<file path="config.mk">
export PLATFORM = sky130hd
export DESIGN_NAME = mem_access_flat
export DESIGN_NICKNAME = d
export VERILOG_FILES = /design/src/rtl/mem_access_pkg.sv /design/src/rtl/mem_access_if.sv /design/src/rtl/mem_access.sv /design/src/flat_wrapper.sv
export SDC_FILE = /design/constraint.sdc
export NUM_CORES = 1
export LEC_CHECK = 0
export BUFFER_PORTS_ARGS = -buffer_cell sky130_fd_sc_hd__buf_2
export CAP_MARGIN = 20
export CORE_UTILIZATION = 29
export DETAILED_ROUTE_END_ITERATION = 8
export PLACE_DENSITY = 0.59
export SYNTH_ARGS = -nofsm -noshare
export SYNTH_HDL_FRONTEND = slang
export SYNTH_SLANG_ARGS = --single-unit
</file>
<file path="constraint.sdc">
create_clock -name clk -period 2 [get_ports clk]
set_input_delay 0.2 -clock clk [delete_from_list [all_inputs] [get_ports clk]]
set_output_delay 0.2 -clock clk [all_outputs]
set_load 0.03 [all_outputs]
</file>
<file path="src/rtl/mem_access_pkg.sv">
// Shared constants, state encoding and address helpers for the memory-access stage.
package mem_access_pkg;

  localparam int XLEN            = 32;
  localparam int REG_AW          = 5;
  localparam int TIMEOUT_CYC_DEF = 16;

  typedef enum logic [1:0] {
    S_IDLE   = 2'd0,
    S_ACCESS = 2'd1,
    S_DONE   = 2'd2,
    S_ERR    = 2'd3
  } state_e;

  function automatic logic is_word_aligned(input logic [XLEN-1:0] addr);
    return (addr[1:0] == 2'b00);
  endfunction

  // Memory is word-addressed; drop the byte offset.
  function automatic logic [XLEN-1:0] word_addr(input logic [XLEN-1:0] addr);
    return {2'b00, addr[XLEN-1:2]};
  endfunction

endpackage

</file>
<file path="src/rtl/mem_access_if.sv">
// Data-memory request/response bus between the memory-access stage and memory.
interface mem_access_if;
  import mem_access_pkg::*;

  logic            mem_req;
  logic            mem_we;
  logic [XLEN-1:0] mem_addr;
  logic [XLEN-1:0] mem_wdata;
  logic            mem_ack;
  logic [XLEN-1:0] mem_rdata;

  modport master (
    output mem_req, mem_we, mem_addr, mem_wdata,
    input  mem_ack, mem_rdata
  );

  modport slave (
    input  mem_req, mem_we, mem_addr, mem_wdata,
    output mem_ack, mem_rdata
  );

endinterface

</file>
<file path="src/rtl/mem_access.sv">
// Memory-access pipeline stage: ALU passthrough, word load/store with ack
// handshake, misalignment and timeout error reporting.
module mem_access
  import mem_access_pkg::*;
#(
  parameter int TIMEOUT_CYC = TIMEOUT_CYC_DEF
) (
  input  logic              clk,
  input  logic              rst_n,
  input  logic              ex_valid,
  input  logic              ex_load_en,
  input  logic              ex_store_en,
  input  logic              ex_write_reg,
  input  logic [XLEN-1:0]   ex_res,
  input  logic [XLEN-1:0]   ex_store_data,
  input  logic [REG_AW-1:0] ex_rd,
  output logic              stall,
  mem_access_if.master      mem,
  output logic              wb_en,
  output logic [REG_AW-1:0] wb_rd,
  output logic [XLEN-1:0]   wb_data,
  output logic              err
);

  localparam int CNT_W = (TIMEOUT_CYC > 2) ? $clog2(TIMEOUT_CYC) : 1;
  localparam logic [CNT_W-1:0] CNT_LAST = CNT_W'(TIMEOUT_CYC - 1);

  state_e            state_q, state_d;
  logic              stall_q, stall_d;
  logic              mem_req_q, mem_req_d;
  logic              mem_we_q, mem_we_d;
  logic [XLEN-1:0]   mem_addr_q, mem_addr_d;
  logic [XLEN-1:0]   mem_wdata_q, mem_wdata_d;
  logic [REG_AW-1:0] rd_q, rd_d;
  logic              wr_q, wr_d;
  logic              load_q, load_d;
  logic [XLEN-1:0]   rdata_q, rdata_d;
  logic [CNT_W-1:0]  cnt_q, cnt_d;
  logic              wb_en_q, wb_en_d;
  logic [REG_AW-1:0] wb_rd_q, wb_rd_d;
  logic [XLEN-1:0]   wb_data_q, wb_data_d;
  logic              err_q, err_d;

  // State and output registers.
  always_ff @(posedge clk or negedge rst_n) begin
    if (!rst_n) begin
      state_q     <= S_IDLE;
      stall_q     <= 1'b0;
      mem_req_q   <= 1'b0;
      mem_we_q    <= 1'b0;
      mem_addr_q  <= {XLEN{1'b0}};
      mem_wdata_q <= {XLEN{1'b0}};
      rd_q        <= {REG_AW{1'b0}};
      wr_q        <= 1'b0;
      load_q      <= 1'b0;
      rdata_q     <= {XLEN{1'b0}};
      cnt_q       <= {CNT_W{1'b0}};
      wb_en_q     <= 1'b0;
      wb_rd_q     <= {REG_AW{1'b0}};
      wb_data_q   <= {XLEN{1'b0}};
      err_q       <= 1'b0;
    end else begin
      state_q     <= state_d;
      stall_q     <= stall_d;
      mem_req_q   <= mem_req_d;
      mem_we_q    <= mem_we_d;
      mem_addr_q  <= mem_addr_d;
      mem_wdata_q <= mem_wdata_d;
      rd_q        <= rd_d;
      wr_q        <= wr_d;
      load_q      <= load_d;
      rdata_q     <= rdata_d;
      cnt_q       <= cnt_d;
      wb_en_q     <= wb_en_d;
      wb_rd_q     <= wb_rd_d;
      wb_data_q   <= wb_data_d;
      err_q       <= err_d;
    end
  end

  // Next-state and next-output logic.
  always_comb begin
    state_d     = state_q;
    stall_d     = stall_q;
    mem_req_d   = mem_req_q;
    mem_we_d    = mem_we_q;
    mem_addr_d  = mem_addr_q;
    mem_wdata_d = mem_wdata_q;
    rd_d        = rd_q;
    wr_d        = wr_q;
    load_d      = load_q;
    rdata_d     = rdata_q;
    cnt_d       = cnt_q;
    wb_en_d     = 1'b0;
    wb_rd_d     = wb_rd_q;
    wb_data_d   = wb_data_q;
    err_d       = 1'b0;

    case (state_q)
      S_IDLE: begin
        stall_d   = 1'b0;
        mem_req_d = 1'b0;
        if (ex_valid) begin
          if (ex_load_en || ex_store_en) begin
            if (is_word_aligned(ex_res)) begin
              state_d     = S_ACCESS;
              stall_d     = 1'b1;
              mem_req_d   = 1'b1;
              mem_we_d    = ex_store_en;
              mem_addr_d  = word_addr(ex_res);
              mem_wdata_d = ex_store_data;
              rd_d        = ex_rd;
              wr_d        = ex_write_reg;
              load_d      = ex_load_en;
              cnt_d       = {CNT_W{1'b0}};
            end else begin
              state_d = S_ERR;
              err_d   = 1'b1;
            end
          end else begin
            wb_en_d   = ex_write_reg && (ex_rd != {REG_AW{1'b0}});
            wb_rd_d   = ex_rd;
            wb_data_d = ex_res;
          end
        end else begin
          state_d = S_IDLE;
        end
      end

      S_ACCESS: begin
        if (mem.mem_ack) begin
          rdata_d   = mem.mem_rdata;
          state_d   = S_DONE;
          stall_d   = 1'b0;
          mem_req_d = 1'b0;
        end else if (cnt_q == CNT_LAST) begin
          state_d   = S_ERR;
          stall_d   = 1'b0;
          mem_req_d = 1'b0;
          err_d     = 1'b1;
        end else begin
          cnt_d = cnt_q + {{(CNT_W-1){1'b0}}, 1'b1};
        end
      end

      S_DONE: begin
        state_d = S_IDLE;
        if (load_q) begin
          wb_en_d   = wr_q && (rd_q != {REG_AW{1'b0}});
          wb_rd_d   = rd_q;
          wb_data_d = rdata_q;
        end else begin
          wb_en_d = 1'b0;
        end
      end

      S_ERR: begin
        state_d = S_IDLE;
      end

      default: begin
        state_d   = S_IDLE;
        stall_d   = 1'b0;
        mem_req_d = 1'b0;
      end
    endcase
  end

  assign stall         = stall_q;
  assign mem.mem_req   = mem_req_q;
  assign mem.mem_we    = mem_we_q;
  assign mem.mem_addr  = mem_addr_q;
  assign mem.mem_wdata = mem_wdata_q;
  assign wb_en         = wb_en_q;
  assign wb_rd         = wb_rd_q;
  assign wb_data       = wb_data_q;
  assign err           = err_q;

endmodule

</file>
<file path="src/flat_wrapper.sv">
// flat-port wrapper written by rule: the top's interface ports become plain ports
module mem_access_flat import mem_access_pkg::*;
#(
  parameter int TIMEOUT_CYC = TIMEOUT_CYC_DEF
)
  (clk, rst_n, ex_valid, ex_load_en, ex_store_en, ex_write_reg, ex_res, ex_store_data, ex_rd, stall, wb_en, wb_rd, wb_data, err, mem_mem_req, mem_mem_we, mem_mem_addr, mem_mem_wdata, mem_mem_ack, mem_mem_rdata);
  mem_access_if mem_i ();
  input  logic clk;
  input  logic rst_n;
  input  logic ex_valid;
  input  logic ex_load_en;
  input  logic ex_store_en;
  input  logic ex_write_reg;
  input  logic [XLEN-1:0] ex_res;
  input  logic [XLEN-1:0] ex_store_data;
  input  logic [REG_AW-1:0] ex_rd;
  output logic stall;
  output logic wb_en;
  output logic [REG_AW-1:0] wb_rd;
  output logic [XLEN-1:0] wb_data;
  output logic err;
  output wire logic [$bits(mem_i.mem_req)-1:0] mem_mem_req;
  output wire logic [$bits(mem_i.mem_we)-1:0] mem_mem_we;
  output wire logic [$bits(mem_i.mem_addr)-1:0] mem_mem_addr;
  output wire logic [$bits(mem_i.mem_wdata)-1:0] mem_mem_wdata;
  input wire logic [$bits(mem_i.mem_ack)-1:0] mem_mem_ack;
  input wire logic [$bits(mem_i.mem_rdata)-1:0] mem_mem_rdata;
  assign mem_mem_req = mem_i.mem_req;
  assign mem_mem_we = mem_i.mem_we;
  assign mem_mem_addr = mem_i.mem_addr;
  assign mem_mem_wdata = mem_i.mem_wdata;
  assign mem_i.mem_ack = mem_mem_ack;
  assign mem_i.mem_rdata = mem_mem_rdata;
  mem_access #(.TIMEOUT_CYC(TIMEOUT_CYC)) u_core (.clk(clk), .rst_n(rst_n), .ex_valid(ex_valid), .ex_load_en(ex_load_en), .ex_store_en(ex_store_en), .ex_write_reg(ex_write_reg), .ex_res(ex_res), .ex_store_data(ex_store_data), .ex_rd(ex_rd), .stall(stall), .mem(mem_i), .wb_en(wb_en), .wb_rd(wb_rd), .wb_data(wb_data), .err(err));
endmodule
</file>
==> flow_summary.ini <==
[timing]
skew_ns = 0.00759
timing_hold_violations_final = 0
slew_violations = 0
finalCritPeriodShare_pct = 84.7
tns_ns = 0
rsz0062_at_grt = no
fin_crit_ns = 1.69
hold_slack_ns = 0.0237
final-setup-viol-count = 0
clock.fmax_mhz = 590

[power]
total_leakage_power_nw = 3.93
vdd_ir_drop_max_v = 0.000752
p_int_mw = 8.59
power_density_nw_per_um2 = 1700
power_frac_comb_pct = 39.3
power_frac_seq_pct = 37.2
swShare_pct = 38.9
report.power.total_mw = 14.1
clkPwrFrac_pct = 23.5
p_switching_mw = 5.47

[clocking]
cts_tree = built
cts_htree_levels = 4
clock-sinks = 148
cts_buffers = 17
post_cts_buffers = 0
clk_pin_slew_ns = 0.06
clk_latency_ns = 0.41
cts-root-buf = clkbuf_16
cts_hold_buf = 43
cts_resized = 0
clockBufferDepth = 2

[floorplan]
io_pins = 214
core_um2 = 19600
dieArea_um2 = 20700
rows = 51
start_util_pct = 29.8
die_y_um = 144
dieWidth_um = 144

[routing]
drt_iter0_markers = 105
vias = 4321
wirelength_um = 14400
vias_per_cell = 4.43
wl_per_cell_um = 14.8
drc_errors = 0
drtPass1Iterations = 4
antenna_left = 0

[critical_path]
cp-end-kind = register
crit_type = reg2reg
critPathArrivalTime_ns = 1.99
cp-start-kind = register
required_ns = 2.30
cp_max_fo = 47

[grt]
grt_pass1_vias = 4446
antenna_found_initial = 0
grt_pass1_wl_um = 22600
globalRouteOverflowTotal = 0
grt_max_degree = 50
grt_usage_pct = 14.5

[synthesis]
synthAdderAreaFrac_pct = 0.215
synth_compound_area_share_pct = 5.15
yosys_warnings = 0
synthMuxAreaShare_pct = 19.7
synth_cell_types = 30
synth_top_family_by_area = multiplexers
synthSimpleGateAreaFrac_pct = 8.35
synthCells = 436
syn_area_per_cell_um2 = 13.4
ys_ff_latch = 148
netlist_area_um2 = 5830
yosysSeqAreaShare_pct = 63.5
synthXorXnorAreaFrac_pct = 0

[finish]
ff_latch_area_um2 = 3700
antenna_cells_inserted = 0
layout_common_cells = 210 x buf_2, 148 x dfrtp_1, 102 x mux2_2
fin_util_pct = 42.2
multi_input_area_um2 = 1960
final_area_um2 = 8270
area_delta_synth_final_pct = 41.9
layout_commonest_cell = buf_2
drive_gt1_share_pct = 52.0
fillerInstances = 1853
nNetsFinal = 808

[run]
max_cap_violations = 0

[placement]
gp_congestion = 0.705
portBuffers = 211
placed_cell_area_um2 = 7230
post-dp-hpwl_um = 9760

[min_path]
timing.hold.worst.class = in2reg

[status]
status = complete, no violations
==> flip-flops by register name, indices dropped and copies added (netlist names) <==
name,flops
u_core.cnt_q,4
u_core.err,1
u_core.load_q,1
u_core.mem.mem_addr,30
u_core.mem.mem_wdata,32
u_core.mem.mem_we,1
u_core.rd_q,5
u_core.rdata_q,32
u_core.stall,1
u_core.state_q,2
u_core.wb_data,32
u_core.wb_en,1
u_core.wb_rd,5
u_core.wr_q,1
==> final timing paths <==
path / from / endpoint / slack (ns) / depth (start not counted)
max: u_core.state_q[0] / u_core.mem.mem_wdata[17] / 0.31 / 4
min: mem_mem_rdata[18] / u_core.rdata_q[18] / 0.02 / 2
max reg2reg: u_core.state_q[0] / u_core.mem.mem_wdata[17] / 0.31 / 4
min reg2reg: u_core.wb_data[18] / u_core.wb_data[18] / 0.49 / 2
max in group asynchronous: rst_n / u_core.wb_data[9] / 1.10 / 3
min in group asynchronous: rst_n / u_core.mem.mem_wdata[28] / 0.31 / 2
==> Yosys cell counts, drive strengths merged <==
library cell	n	area [um2]
dfrtp	148	3700
mux2	102	1150
nor2	80	313
o22ai	37	231
buf	23	155
nand3	8	40.0
nand2	7	26.3
nand3b	4	30.0
o21ai	4	20.0
clkbuf	3	11.3
a21oi	2	10.0
inv	2	7.51
nor3	2	10.0
or2	2	12.5
or3b	2	20.0
a21o	1	7.51
a32o	1	10.0
and3	1	6.26
conb	1	3.75
ha	1	12.5
nand4b	1	8.76
nor2b	1	6.26
nor3b	1	7.51
o31ai	1	21.3
or3	1	6.26
==> through the flow <==
| step | worst slack (ns) | std cells |
|---|---|---|
| finish | 0.306 | 975 |
| global route | 0.200 | 975 |
| CTS | 0.291 | 975 |
| detailed placement | 0.295 | 902 |
| global placement | 0.330 | 902 |
| floorplan | 0.466 | 437 |
==> worst max-delay path, cell delays in order, from the launching register on <==
cell	delay, ns
dfrtp_1	0.47
nor2_1	0.23
nand4b_1	0.26
buf_12	0.27
mux2_2	0.31
==> routing by layer <==
| layer | share of wire, % | track usage, % | vias to the layer above |
|---|---|---|---|
| li1 | - | - | 2054 |
| met1 | 43 | 16.6 | 2113 |
| met2 | 50 | 25.4 | 139 |
| met3 | 5.4 | 4.10 | 15 |
| met4 | 1.5 | 5.82 | 0 |
| met5 | 0 | 0 | - |
==> logic make-up (layout without fill, tap and decap cells) <==
| logic type | after synthesis | after routing |
|---|---|---|
| flip-flops | 148 | 148 |
| AND/OR/NAND/NOR | 110 | 110 |
| multiplexers | 102 | 102 |
| AO/OA/AOI/OAI | 46 | 46 |
| buffers and inverters | 28 | 301 |
| adder cells (fa/ha/maj) | 1 | 1 |
| other | 1 | 2 |
==> layout make-up <==
type	instances	share of cell area, %
Sequential cell	148	44.8
Multi-Input combinational cell	261	23.7
Timing Repair Buffer	269	20.0
Clock buffer	22	5.86
Tap cell	265	4.01
Clock inverter	8	1.50
Inverter	2	0.0908
==> power by group through the flow <==
stage | registers [mW] | clock network [mW] | logic (mW)
finish | 5.22 | 3.31 | 5.52
detailed placement | 5.27 | 0 | 5.53
global placement | 5.23 | 0 | 5.46
floorplan | 7.26 | 0 | 1.81
CTS | 5.23 | 3.41 | 5.60
global route | 5.43 | 3.55 | 5.95
Note: power is estimated with default switching activity, not from simulation.
